File: src/rtl/fb_rect_filler_if.sv
// Command and framebuffer-write bus for fb_rect_filler.
//   cmd_*  : one rectangle-fill command (valid/ready handshake)
//   wr_*   : per-pixel framebuffer write port with backpressure (wr_ready)
//   busy   : a command is in progress
//   done   : one-cycle pulse when a command completes
// The slave modport is the filler's view. The master modport is the view of
// the command source and framebuffer.
interface fb_rect_filler_if #(
  parameter int unsigned COORD_W = 4,
  parameter int unsigned COLOR_W = 8
);
  logic                   cmd_valid;
  logic                   cmd_ready;
  logic [COORD_W-1:0]     cmd_x0;
  logic [COORD_W-1:0]     cmd_y0;
  logic [COORD_W:0]       cmd_w;
  logic [COORD_W:0]       cmd_h;
  logic [COLOR_W-1:0]     cmd_color;
  logic                   wr_en;
  logic [2*COORD_W-1:0]   wr_addr;
  logic [COLOR_W-1:0]     wr_data;
  logic                   wr_ready;
  logic                   busy;
  logic                   done;

  modport slave (
    input  cmd_valid, cmd_x0, cmd_y0, cmd_w, cmd_h, cmd_color, wr_ready,
    output cmd_ready, wr_en, wr_addr, wr_data, busy, done
  );

  modport master (
    output cmd_valid, cmd_x0, cmd_y0, cmd_w, cmd_h, cmd_color, wr_ready,
    input  cmd_ready, wr_en, wr_addr, wr_data, busy, done
  );
endinterface

File: src/rtl/fb_rect_filler.sv
// Rectangle-fill sequencer for a 2^COORD_W x 2^COORD_W framebuffer.
// The block accepts one fill command and then emits one write per visible
// pixel in row-major order. Pixels that fall off the screen are clipped.
//   clk   : clock, rising edge
//   reset : synchronous, active-low
//   bus   : fb_rect_filler_if.slave (command handshake, write port, busy/done)
module fb_rect_filler #(
  parameter int unsigned COORD_W = 4,
  parameter int unsigned COLOR_W = 8
) (
  input  logic           clk,
  input  logic           reset,
  fb_rect_filler_if.slave bus
);
  localparam int unsigned EW = COORD_W + 1;
  localparam logic [EW-1:0] SCREEN = EW'(2 ** COORD_W);

  typedef enum logic [1:0] {S_IDLE, S_FILL, S_DONE} state_t;

  state_t               r_state, w_state_n;
  logic [EW-1:0]        r_cur_x, r_cur_y, r_x0, r_x_end, r_y_end;
  logic [EW-1:0]        w_cur_x_n, w_cur_y_n, w_x0_n, w_x_end_n, w_y_end_n;
  logic [COLOR_W-1:0]   r_color, w_color_n;
  logic                 r_cmd_ready, r_wr_en, r_busy, r_done;

  logic [EW-1:0]        w_x0, w_y0, w_room_x, w_room_y, w_ew, w_eh;
  logic [EW-1:0]        w_x_inc, w_y_inc;
  logic                 w_xfer;

  // The clip arithmetic uses COORD_W+1 bits, so an origin of 15 still
  // leaves room for a width of 1, and 16 - x0 never wraps.
  assign w_x0     = {1'b0, bus.cmd_x0};
  assign w_y0     = {1'b0, bus.cmd_y0};
  assign w_room_x = SCREEN - w_x0;
  assign w_room_y = SCREEN - w_y0;
  assign w_ew     = (bus.cmd_w < w_room_x) ? bus.cmd_w : w_room_x;
  assign w_eh     = (bus.cmd_h < w_room_y) ? bus.cmd_h : w_room_y;
  assign w_x_inc  = r_cur_x + EW'(1);
  assign w_y_inc  = r_cur_y + EW'(1);
  assign w_xfer   = r_wr_en && bus.wr_ready;

  always_comb begin
    w_state_n = r_state;
    w_cur_x_n = r_cur_x;
    w_cur_y_n = r_cur_y;
    w_x0_n    = r_x0;
    w_x_end_n = r_x_end;
    w_y_end_n = r_y_end;
    w_color_n = r_color;
    case (r_state)
      S_IDLE: begin
        if (bus.cmd_valid) begin
          w_x0_n    = w_x0;
          w_x_end_n = w_x0 + w_ew;
          w_y_end_n = w_y0 + w_eh;
          w_color_n = bus.cmd_color;
          w_cur_x_n = w_x0;
          w_cur_y_n = w_y0;
          w_state_n = (w_ew == '0 || w_eh == '0) ? S_DONE : S_FILL;
        end
      end
      S_FILL: begin
        if (w_xfer) begin
          if (w_x_inc < r_x_end) begin
            w_cur_x_n = w_x_inc;
          end else begin
            w_cur_x_n = r_x0;
            if (w_y_inc == r_y_end) w_state_n = S_DONE;
            else                    w_cur_y_n = w_y_inc;
          end
        end
      end
      S_DONE:  w_state_n = S_IDLE;
      default: w_state_n = S_IDLE;
    endcase
  end

  always_ff @(posedge clk) begin
    if (!reset) begin
      r_state <= S_IDLE;
    end else begin
      r_state <= w_state_n;
    end
  end

  // The handshake and status outputs are registered from the next state, so
  // they change on the same edge as the state register.
  always_ff @(posedge clk) begin
    if (!reset) begin
      r_cur_x     <= '0;
      r_cur_y     <= '0;
      r_x0        <= '0;
      r_x_end     <= '0;
      r_y_end     <= '0;
      r_color     <= '0;
      r_cmd_ready <= 1'b1;
      r_wr_en     <= 1'b0;
      r_busy      <= 1'b0;
      r_done      <= 1'b0;
    end else begin
      r_cur_x     <= w_cur_x_n;
      r_cur_y     <= w_cur_y_n;
      r_x0        <= w_x0_n;
      r_x_end     <= w_x_end_n;
      r_y_end     <= w_y_end_n;
      r_color     <= w_color_n;
      r_cmd_ready <= (w_state_n == S_IDLE);
      r_wr_en     <= (w_state_n == S_FILL);
      r_busy      <= (w_state_n != S_IDLE);
      r_done      <= (w_state_n == S_DONE);
    end
  end

  assign bus.cmd_ready = r_cmd_ready;
  assign bus.wr_en     = r_wr_en;
  assign bus.wr_addr   = {r_cur_y[COORD_W-1:0], r_cur_x[COORD_W-1:0]};
  assign bus.wr_data   = r_color;
  assign bus.busy      = r_busy;
  assign bus.done      = r_done;
endmodule

File: src/flat_wrapper.sv
// flat-port wrapper written by rule: the top's interface ports become plain ports
module fb_rect_filler_flat 
#(
  parameter int unsigned COORD_W = 4,
  parameter int unsigned COLOR_W = 8
)
  (clk, reset, bus_cmd_valid, bus_cmd_x0, bus_cmd_y0, bus_cmd_w, bus_cmd_h, bus_cmd_color, bus_wr_ready, bus_cmd_ready, bus_wr_en, bus_wr_addr, bus_wr_data, bus_busy, bus_done);
  fb_rect_filler_if #(.COORD_W(COORD_W), .COLOR_W(COLOR_W)) bus_i ();
  input  logic clk;
  input  logic reset;
  input wire logic [$bits(bus_i.cmd_valid)-1:0] bus_cmd_valid;
  input wire logic [$bits(bus_i.cmd_x0)-1:0] bus_cmd_x0;
  input wire logic [$bits(bus_i.cmd_y0)-1:0] bus_cmd_y0;
  input wire logic [$bits(bus_i.cmd_w)-1:0] bus_cmd_w;
  input wire logic [$bits(bus_i.cmd_h)-1:0] bus_cmd_h;
  input wire logic [$bits(bus_i.cmd_color)-1:0] bus_cmd_color;
  input wire logic [$bits(bus_i.wr_ready)-1:0] bus_wr_ready;
  output wire logic [$bits(bus_i.cmd_ready)-1:0] bus_cmd_ready;
  output wire logic [$bits(bus_i.wr_en)-1:0] bus_wr_en;
  output wire logic [$bits(bus_i.wr_addr)-1:0] bus_wr_addr;
  output wire logic [$bits(bus_i.wr_data)-1:0] bus_wr_data;
  output wire logic [$bits(bus_i.busy)-1:0] bus_busy;
  output wire logic [$bits(bus_i.done)-1:0] bus_done;
  assign bus_i.cmd_valid = bus_cmd_valid;
  assign bus_i.cmd_x0 = bus_cmd_x0;
  assign bus_i.cmd_y0 = bus_cmd_y0;
  assign bus_i.cmd_w = bus_cmd_w;
  assign bus_i.cmd_h = bus_cmd_h;
  assign bus_i.cmd_color = bus_cmd_color;
  assign bus_i.wr_ready = bus_wr_ready;
  assign bus_cmd_ready = bus_i.cmd_ready;
  assign bus_wr_en = bus_i.wr_en;
  assign bus_wr_addr = bus_i.wr_addr;
  assign bus_wr_data = bus_i.wr_data;
  assign bus_busy = bus_i.busy;
  assign bus_done = bus_i.done;
  fb_rect_filler #(.COORD_W(COORD_W), .COLOR_W(COLOR_W)) u_core (.clk(clk), .reset(reset), .bus(bus_i));
endmodule
File: config.mk
export PLATFORM = sky130hd
export DESIGN_NAME = fb_rect_filler_flat
export DESIGN_NICKNAME = d
export VERILOG_FILES = /design/src/rtl/fb_rect_filler_if.sv /design/src/rtl/fb_rect_filler.sv /design/src/flat_wrapper.sv
export SDC_FILE = /design/constraint.sdc
export NUM_CORES = 1
export LEC_CHECK = 0
export CAP_MARGIN = 20
export CORE_MARGIN = 8
export CORE_UTILIZATION = 35
export CTS_BUF_LIST = sky130_fd_sc_hd__clkbuf_16
export CTS_CLUSTER_DIAMETER = 60
export DETAILED_ROUTE_END_ITERATION = 10
export MAX_ROUTING_LAYER = met4
export SLEW_MARGIN = 20
export SYNTH_ARGS = -nofsm -noshare
export SYNTH_HDL_FRONTEND = slang
export SYNTH_SLANG_ARGS = --single-unit
File: constraint.sdc
create_clock -name clk -period 7.7 [get_ports clk]
set_clock_uncertainty 0.2 [all_clocks]
set_input_delay 1.54 -clock clk [delete_from_list [all_inputs] [get_ports clk]]
set_output_delay 1.54 -clock clk [all_outputs]
set_load 0.02 [all_outputs]
==> impl_metrics.tcl, run 1 <==
set metrics [dict create \
    post_synth_simple_gate_area_pct 18.3 \
    num_ports 50 \
    layout_area_growth_over_synthesis_pct 27.8 \
    seq_power_share_pct 32.1 \
    cts-resized-gates 0 \
    portion_of_total_power_attributed_to_combinational_logic_pct 32.8 \
    synth_compound_gate_area_share_pct 19.9 \
    timing_worst_slew_pin_value_ns 0.737 \
    drt-initial-drc-count 126 \
    critPathMaxFanout 7 \
    num_vias 2366 \
    antenna_found_initial 0 \
    tritoncts.num_buffers 5 \
    gate_count_post_synth 327 \
    count_of_endpoints_failing_setup_in_the_final_report 0 \
    finalMaxSlewViolations 0 \
    max-cap-violations 0 \
    average_footprint_of_a_synthesized_cell_um2 7.92 \
    worst_slew_margin_rel_pct 50.6 \
    cts.root.buffer_cell "clkbuf_16" \
    fraction_of_the_mapped_netlist_area_in_adder_cells_pct 13.1 \
    cts_tree "done" \
    final.setup.tns_ns 0 \
    yosys_warnings 0 \
    hold-worst-slack_ns 0.250 \
    route.detailed.vias_per_inst 5.09 \
    yosys_register_bits 38 \
    p_per_area_nw_per_um2 226 \
    r2r_setup_slack_ns 4.81 \
    chipHeight_um 102 \
    die_w_um 102 \
    pin_count_of_the_biggest_net_entering_global_routing 26 \
    synth-async-reset-ratio_pct 0 \
    p_sw_share_pct 30.8 \
    grt_overflow 0 \
    drive_gt1_share_pct 6.01 \
    wl_per_cell_um 14.0 \
    maxClockFrequency_mhz 193 \
    synth.mux.area_fraction_pct 5.36 \
    dieArea_um2 10400 \
    drt-pass1-iter-count 4 \
    post-synth-top-count-cell "nand2_1" \
    arrival_ns 5.14 \
    dp.final_hpwl_mm 4.93 \
    clockPowerShare_pct 35.1 \
    internal-power_mw 0.517 \
    grt_pass1_wl_mm 11.1 \
    layout.nets 421 \
    synth_top_cell_area_share_pct 29.4 \
    top_cell_types_by_occurrence_after_synthesis "nand2_1, dfxtp_1, a21oi_1, ha_1, inv_1" \
    std_cell_rows 31 \
    gp_routability_congestion 0.795 \
    yosys.area.top_type "dfxtp_1" \
    clkTransAtPathRegs_ns 0.06 \
    n_antenna_cell 0 \
    post_cts_buffers 0 \
    finalWirelength_mm 6.50 \
    timing.rr.end "u_core.r_cur_y[4]$_SDFFE_PN0P_" \
    htree_levels 2 \
    timing.hold.worst_endpoint "u_core.r_x0[3]$_SDFFE_PN0P_" \
    number_of_sinks_driven_by_the_clock_tree 38 \
    synth_area_leaders "dfxtp_1, ha_1, nand2_1, a21oi_1, xnor2_1" \
    final_design_area_no_fill_um2 3310 \
    endpoint_kind "register" \
    post-route-drc-count 0 \
    p_sw_mw 0.230 \
    seq_area_frac_synth_pct 29.4 \
    setup.worst_path.start_class "input port" \
    timing_worst_setup_path_type "in2reg" \
    unrepaired_setup_endpoints_after_global_routing "false" \
    worst_skew_pair.late_latency_ns 0.28 \
    final-hold-violation-count 0 \
    cts.hold.buffers_added 0 \
    port-buffer-count 49 \
    ant_nets 0 \
    static-leakage-power_nw 1.37 \
    holdPathStages 2 \
    rr_worst_depth 10 \
    post-route-period-util_pct 67.4 \
    syn_nets 383 \
    initial_standard_cell_utilization_of_the_core_pct 35.9 \
    worst_hold_startpoint "u_core.r_x0[3]$_SDFFE_PN0P_" \
    status "finished, final reports clean" \
    r2r_start "u_core.r_cur_x[0]$_SDFFE_PN0P_" \
    ys.flop_type "dfxtp_1" \
    mappedNetlistArea_um2 2590 \
    core_region_area_um2 7210 \
    detailed_place.area_um2 3120 \
    dominant_combinational_cell_family_by_area_after_synthesis "compound AO/OA/AOI/OAI gates" \
    post_synth_num_cell_types 43 \
    power.ir.vdd_worst_mv 0.104 \
    synthXorXnorAreaFrac_pct 6.09 \
    hold_class "reg2reg" \
    via_count_of_the_first_global_routing_pass 2200 \
    layout_min_cycle_time_ns 5.19 \
    cp.required_ns 7.66 \
    global_route.usage.total_pct 13.4 \
    synth_enable_flop_cells 0 \
    clockBufferDepth 2 \
]
[power by group through the flow]
| stage | Clock (mW) | Sequential (mW) | Combinational, mW |
|---|---|---|---|
| after CTS | 0.268 | 0.239 | 0.247 |
| after global routing | 0.273 | 0.244 | 0.272 |
| after detailed placement | 0 | 0.243 | 0.246 |
| after floorplan | 0 | 0.243 | 0.171 |
| after global placement | 0 | 0.243 | 0.243 |
| final | 0.262 | 0.239 | 0.245 |
[registers in the layout, indices dropped and copies added, names as in the netlist]
register and cells:
u_core.bus.wr_data 8, u_core.r_cur_x 5, u_core.r_cur_y 5, u_core.r_x_end 5, u_core.r_y_end 5, u_core.r_x0 4, u_core.r_state 2, u_core.bus.busy 1
u_core.bus.cmd_ready 1, u_core.bus.done 1, u_core.bus.wr_en 1
[layout make-up]
class,instances,area [um2]
tap,99,124
inverter,25,93.8
timing repair buffer,52,513
fill,748,3910
multi-input combinational,243,1630
clock buffer,5,125
clock inverter,3,63.8
sequential,38,761
[routing by layer]
metal	routed length, um	track usage (%)	part of all wire, %
met5	0	-	0
met4	87	4.18	1.3
met3	364	2.32	5.6
met2	2850	19.8	44
met1	3200	18.2	49
[worst max-delay path, stage by stage]
cell             delay (ns)
clkdlybuf4s50_1        0.61
inv_1                  0.10
ha_1                   0.23
xnor2_1                0.25
inv_1                  0.08
ha_1                   0.30
a21o_1                 0.10
a31oi_1                0.04
o21ai_2                0.33
mux2_2                 0.38
ha_1                   0.21
fa_1                   0.40
a21o_1                 0.19
a21oi_1                0.16
xnor2_1                0.14
a21oi_1                0.08
[metrics by stage]
stage          cells  setup slack [ns]  power (mW)  util (%)
2_1_floorplan    327              3.15       0.414         -
3_3_place_gp     457              2.38       0.486      43.3
3_5_place_dp     457              2.26       0.489      43.3
4_1_cts          465              2.54       0.755      45.9
5_1_grt          465              2.26       0.789      45.9
6_report         465              2.51       0.746      45.9
[kinds of logic (layout without fill, tap and decap cells)]
logic type                 count (synthesis)  in the layout
adders and majority gates                 26             26
DFF                                       38             38
buffers and inverters                     46             85
xor gates and xnor gates                  18             18
muxes                                     13             13
and+or+nand+nor                          103            103
AOI/OAI and AO/OA                         83             83
[cell usage in the layout, fill, tap and decap left out, types with 13 or more instances in the layout]
cell type	count
ha_1	24
dfxtp_1	38
clkdlybuf4s50_1	49
o21ai_0	15
nor2_1	13
nand2_1	53
inv_1	24
xnor2_1	13
a21oi_1	32
[how the worst max path moves through the flow]
stage | from | end | slack, ns | cells after the start
finish | bus_cmd_y0[0] | u_core.r_y_end[4]$_SDFFE_PN0P_ | 2.51 | 16
global route | bus_cmd_x0[0] | u_core.r_x_end[4]$_SDFFE_PN0P_ | 2.26 | 17
CTS | bus_cmd_y0[0] | u_core.r_y_end[4]$_SDFFE_PN0P_ | 2.54 | 16
detailed placement | bus_cmd_y0[0] | u_core.r_y_end[4]$_SDFFE_PN0P_ | 2.26 | 16
global placement | bus_cmd_y0[0] | u_core.r_y_end[4]$_SDFFE_PN0P_ | 2.38 | 16
floorplan | bus_cmd_y0[0] | u_core.r_y_end[4]$_SDFFE_PN0P_ | 3.15 | 15
(Power assumes the default switching activity.)
==> inputs of run 2 (changes only) <==
==> constraint.sdc (replaced) <==
create_clock -name clk -period 4.93 [get_ports clk]
set_clock_uncertainty 0.2 [all_clocks]
set_input_delay 0.986 -clock clk [delete_from_list [all_inputs] [get_ports clk]]
set_output_delay 0.986 -clock clk [all_outputs]
set_load 0.02 [all_outputs]
==> impl_metrics.tcl, run 2 (synthesized netlist as in run 1, its figures left out) <==
set metrics [dict create \
    status "finished, final reports clean" \
    route.detailed.vias_per_inst 5.00 \
    max-cap-violations 0 \
    tritoncts.num_buffers 5 \
    static-leakage-power_nw 1.38 \
    cp.required_ns 4.89 \
    pin_count_of_the_biggest_net_entering_global_routing 24 \
    post-route-drc-count 0 \
    maxClockFrequency_mhz 225 \
    timing.rr.end "u_core.r_cur_y[4]$_SDFFE_PN0P_" \
    port-buffer-count 49 \
    final_cell_mix "nand2_1, clkdlybuf4s50_1, dfxtp_1, a21oi_1" \
    layout.nets 427 \
    post_cts_buffers 0 \
    layout_area_growth_over_synthesis_pct 28.4 \
    largest_reg_flops 8 \
    crit_slowest_cell "clkdlybuf4s50_1" \
    r2r_start "u_core.r_cur_x[0]$_SDFFE_PN0P_" \
    global_route.usage.met3_pct 3.20 \
    crit_path_frequent_cell "ha_1" \
    finalWirelength_mm 6.49 \
    grt_pass1_wl_mm 10.9 \
    via_count_of_the_first_global_routing_pass 2251 \
    final.setup.tns_ns 0 \
    cp_cell_instances "clkdlybuf4s50_1, inv_1, ha_1, xnor2_1, inv_1, ha_1, a21o_1, a31oi_1, o21ai_2, mux2_2, ha_1, fa_1, a21o_1, a21oi_1, xnor2_1, a21oi_1" \
    finalMaxSlewViolations 0 \
    cts-resized-gates 0 \
    antenna_found_initial 0 \
    core_region_area_um2 7210 \
    use_met2_pct 20.6 \
    grt_overflow 0 \
    number_of_sinks_driven_by_the_clock_tree 38 \
    post-route-period-util_pct 90.2 \
    global_route.usage.total_pct 13.4 \
    most_common_library_cell_in_the_layout_ignoring_fill_and_taps "nand2_1" \
    timing_worst_setup_path_type "in2reg" \
    initial_standard_cell_utilization_of_the_core_pct 35.9 \
    startpoint "bus_cmd_y0[0]" \
    p_per_area_nw_per_um2 336 \
    top_usage_layer "met2" \
    timing.hold.worst_endpoint "u_core.r_x_end[3]$_SDFFE_PN0P_" \
    drt-pass1-iter-count 4 \
    drt-initial-drc-count 100 \
    std_cell_rows 31 \
    clkTransAtPathRegs_ns 0.06 \
    endpoint_kind "register" \
    use_met1_pct 17.1 \
    dieArea_um2 10400 \
    num_ports 50 \
    count_of_endpoints_failing_setup_in_the_final_report 0 \
    layout_min_cycle_time_ns 4.44 \
    fillerInstances 751 \
    timing_worst_slew_pin_value_ns 0.748 \
    hold_class "reg2reg" \
    drive_gt1_share_pct 7.28 \
    wl_per_cell_um 13.8 \
    worst_hold_startpoint "u_core.r_x_end[3]$_SDFFE_PN0P_" \
    setup.worst_path.start_class "input port" \
    worst_skew_pair.late_latency_ns 0.28 \
    clockBufferDepth 2 \
    ant_nets 0 \
    dp.final_hpwl_mm 5.02 \
    cp_slowest_stage_delay_ns 0.48 \
    postLayoutCoreUtil_pct 46.1 \
    n_antenna_cell 0 \
    num_vias 2351 \
    htree_levels 2 \
    cts.root.buffer_cell "clkbuf_16" \
    hold-worst-slack_ns 0.249 \
    rr_worst_depth 10 \
    cts.hold.buffers_added 0 \
    critPathMaxFanout 6 \
    power.ir.vdd_worst_mv 0.166 \
    unrepaired_setup_endpoints_after_global_routing "false" \
    r2r_setup_slack_ns 2.05 \
    chipHeight_um 102 \
    cts_tree "done" \
    holdPathStages 2 \
    gp_routability_congestion 0.847 \
    arrival_ns 4.41 \
    final-hold-violation-count 0 \
    worst_slew_margin_rel_pct 50.1 \
    die_w_um 102 \
]
run 2: layout make-up:
cell class	count	area, um2	area share (%)
Clock buffer	5	125	3.76
Inverter	25	93.8	2.82
Timing Repair Buffer	58	558	16.8
Tap cell	99	124	3.73
Sequential cell	38	761	22.9
Clock inverter	2	33.8	1.02
Multi-Input combinational cell	243	1630	49.0
run 2: worst max path at each step:
stage	endpoint	slack (ns)	cells past startpoint
2_1_floorplan	u_core.r_y_end[4]$_SDFFE_PN0P_	0.93	15
3_3_place_gp	u_core.r_y_end[4]$_SDFFE_PN0P_	0.30	16
3_5_place_dp	u_core.r_y_end[4]$_SDFFE_PN0P_	0.20	16
4_1_cts	u_core.r_y_end[4]$_SDFFE_PN0P_	0.48	16
5_1_grt	u_core.r_y_end[4]$_SDFFE_PN0P_	0.29	16
6_report	u_core.r_y_end[4]$_SDFFE_PN0P_	0.49	16
run 2: per-layer routing:
metal  vias to the layer above  part of all wire, %
met2                        43                   45
met1                      1084                   48
met4                         0                  1.1
met5                         -                    0
li1                       1219                    -
met3                         5                  5.3
run 2: critical path: cells and delay by family:
| family | cells | cell delay, ns |
|---|---|---|
| adders and majority gates | 4 | 1.12 |
| AOI/OAI and AO/OA | 6 | 0.92 |
| buffers and inverters | 3 | 0.61 |
| muxes | 1 | 0.39 |
| xor gates and xnor gates | 2 | 0.37 |
run 2: where the power goes:
group	total [mW]	internal [mW]	switching, mW
logic	0.387	0.181	0.206
clock network	0.357	0.234	0.123
registers	0.373	0.341	0.0312
total	1.12	0.756	0.361
run 2: stage by stage:
| step | power, mW | area [um2] | worst slack, ns | cells |
|---|---|---|---|---|
| floorplan | 0.646 | 2590 | 0.931 | 327 |
| global placement | 0.761 | 3170 | 0.299 | 463 |
| detailed placement | 0.767 | 3170 | 0.203 | 463 |
| CTS | 1.13 | 3320 | 0.483 | 470 |
| global route | 1.19 | 3320 | 0.294 | 470 |
| finish | 1.12 | 3320 | 0.486 | 470 |
==> inputs of run 3 (changes only) <==
--- a/config.mk
+++ b/config.mk
@@ -7,9 +7,10 @@
 export LEC_CHECK = 0
 export CAP_MARGIN = 20
 export CORE_MARGIN = 8
-export CORE_UTILIZATION = 35
+export CORE_UTILIZATION = 40
 export CTS_BUF_LIST = sky130_fd_sc_hd__clkbuf_16
 export CTS_CLUSTER_DIAMETER = 60
+export CTS_CLUSTER_SIZE = 8
 export DETAILED_ROUTE_END_ITERATION = 10
 export MAX_ROUTING_LAYER = met4
 export SLEW_MARGIN = 20
==> impl_metrics.tcl, run 3 (synthesized netlist as in run 1, its figures left out) <==
set metrics [dict create \
    crit_slowest_cell "clkdlybuf4s50_1" \
    worst_slew_margin_rel_pct 39.2 \
    dieArea_um2 9310 \
    timing_worst_setup_path_type "in2reg" \
    critPathBufInv 3 \
    clkTransAtPathRegs_ns 0.06 \
    maxClockFrequency_mhz 223 \
    number_of_sinks_driven_by_the_clock_tree 38 \
    cp_slowest_stage_delay_ns 0.47 \
    std_cell_rows 29 \
    arrival_ns 4.41 \
    cpLargestDelayFamily "adder cells" \
    die_w_um 96.5 \
    num_vias 2315 \
    most_common_library_cell_in_the_layout_ignoring_fill_and_taps "nand2_1" \
    gp_routability_congestion 0.836 \
    dp.final_hpwl_mm 5.08 \
    via_count_of_the_first_global_routing_pass 2192 \
    p_per_area_nw_per_um2 323 \
    cp_cell_instances "clkdlybuf4s50_1, inv_1, ha_1, xnor2_1, inv_1, ha_1, a21o_1, a31oi_1, o21ai_2, mux2_2, ha_1, fa_1, a21o_1, a21oi_1, xnor2_1, a21oi_1" \
    layout.nets 427 \
    htree_levels 2 \
    static-leakage-power_nw 1.38 \
    grt_overflow 0 \
    critPathMaxFanout 6 \
    cts-resized-gates 0 \
    n_antenna_cell 0 \
    cts.root.buffer_cell "clkbuf_16" \
    status "finished, final reports clean" \
    crit_path_frequent_cell "ha_1" \
    layout_min_cycle_time_ns 4.49 \
    hold_class "reg2reg" \
    ant_nets 0 \
    power.ir.vdd_worst_mv 0.171 \
    post-route-period-util_pct 91.1 \
    endpoint_kind "register" \
    layout_area_growth_over_synthesis_pct 26.5 \
    post_cts_buffers 0 \
    count_of_endpoints_failing_setup_in_the_final_report 0 \
    final_cell_mix "nand2_1, clkdlybuf4s50_1, dfxtp_1, a21oi_1, inv_1" \
    clockBufferDepth 2 \
    postLayoutCoreUtil_pct 51.9 \
    finalMaxSlewViolations 0 \
    grt_pass1_wl_mm 10.7 \
    antenna_found_initial 0 \
    drive_gt1_share_pct 7.26 \
    route.detailed.vias_per_inst 5.16 \
    timing_worst_slew_pin_value_ns 0.907 \
    max-cap-violations 0 \
    num_ports 50 \
    post-route-drc-count 0 \
    finish.cell_count_without_fillers 449 \
    drt-initial-drc-count 130 \
    initial_standard_cell_utilization_of_the_core_pct 41.0 \
    drt-pass1-iter-count 4 \
    placed_cells_incl_taps 441 \
    core_region_area_um2 6310 \
    cts_tree "done" \
    unrepaired_setup_endpoints_after_global_routing "false" \
    finalWirelength_mm 6.38 \
    final-hold-violation-count 0 \
    setup.worst_path.start_class "input port" \
    port-buffer-count 49 \
    hold-worst-slack_ns 0.250 \
    pin_count_of_the_biggest_net_entering_global_routing 20 \
    wl_per_cell_um 14.2 \
    worst_skew_pair.late_latency_ns 0.28 \
    global_route.usage.total_pct 14.8 \
    tritoncts.num_buffers 5 \
    chipHeight_um 96.5 \
    cp.required_ns 4.85 \
    largest_reg_flops 8 \
    cts.hold.buffers_added 0 \
    final.setup.tns_ns 0 \
]
[run 3: cell types whose count changed in the layout (fill, tap and decap cells not counted)]
cell       delta
clkinv_2      +1
bufinv_16     -1
inv_1         +1
[run 3: path summary, 6_finish.rpt]
check,start,end,slack [ns],cells after the start
worst max register to register,u_core.r_cur_x[0]$_SDFFE_PN0P_,u_core.bus.wr_en$_SDFF_PN0_,2.09,9
worst min-delay path,u_core.r_x0[3]$_SDFFE_PN0P_,u_core.r_x0[3]$_SDFFE_PN0P_,0.25,2
worst min register to register,u_core.r_x0[3]$_SDFFE_PN0P_,u_core.r_x0[3]$_SDFFE_PN0P_,0.25,2
worst max-delay path,bus_cmd_y0[0],u_core.r_y_end[4]$_SDFFE_PN0P_,0.44,16
[run 3: through the flow]
step / instance area (um2) / power [mW] / setup WS [ns]
global route: 3280 / 1.13 / 0.178
CTS: 3280 / 1.07 / 0.441
detailed placement: 3140 / 0.767 / 0.166
finish: 3280 / 1.06 / 0.438
global placement: 3140 / 0.761 / 0.276
floorplan: 2590 / 0.646 / 0.931
[run 3: final cells by class]
| cell class | count | area (um2) |
|---|---|---|
| repair buffers | 58 | 558 |
| flip-flops and latches | 38 | 761 |
| fillers | 618 | 3040 |
| multi-input cells | 243 | 1630 |
| inverters | 25 | 93.8 |
| well taps | 77 | 96.3 |
| clock buffers | 5 | 125 |
| clock inverters | 3 | 12.5 |
[run 3: where the power goes]
| part | internal (mW) | switching, mW |
|---|---|---|
| clock | 0.183 | 0.118 |
| combinational | 0.181 | 0.205 |
| sequential | 0.341 | 0.0305 |
[run 3: routing by layer]
| layer | part of all wire, % | wire (um) | GRT usage [%] | vias to the layer above |
|---|---|---|---|---|
| met1 | 49 | 3130 | 19.6 | 1043 |
| met3 | 4.3 | 271 | 2.24 | 6 |
| met2 | 45 | 2900 | 22.6 | 47 |
| met4 | 1.2 | 79 | 4.16 | 0 |
| met5 | 0 | 0 | - | - |
| li1 | - | - | - | 1219 |
[run 3: worst reg2reg max path: stages, from the launching register on]
cell	delay (ns)
dfxtp_1	0.42
ha_1	0.22
nand3_1	0.12
xnor2_1	0.16
ha_1	0.30
nand2_1	0.05
o21ai_0	0.28
buf_4	0.24
or4b_1	0.46
a32o_1	0.28
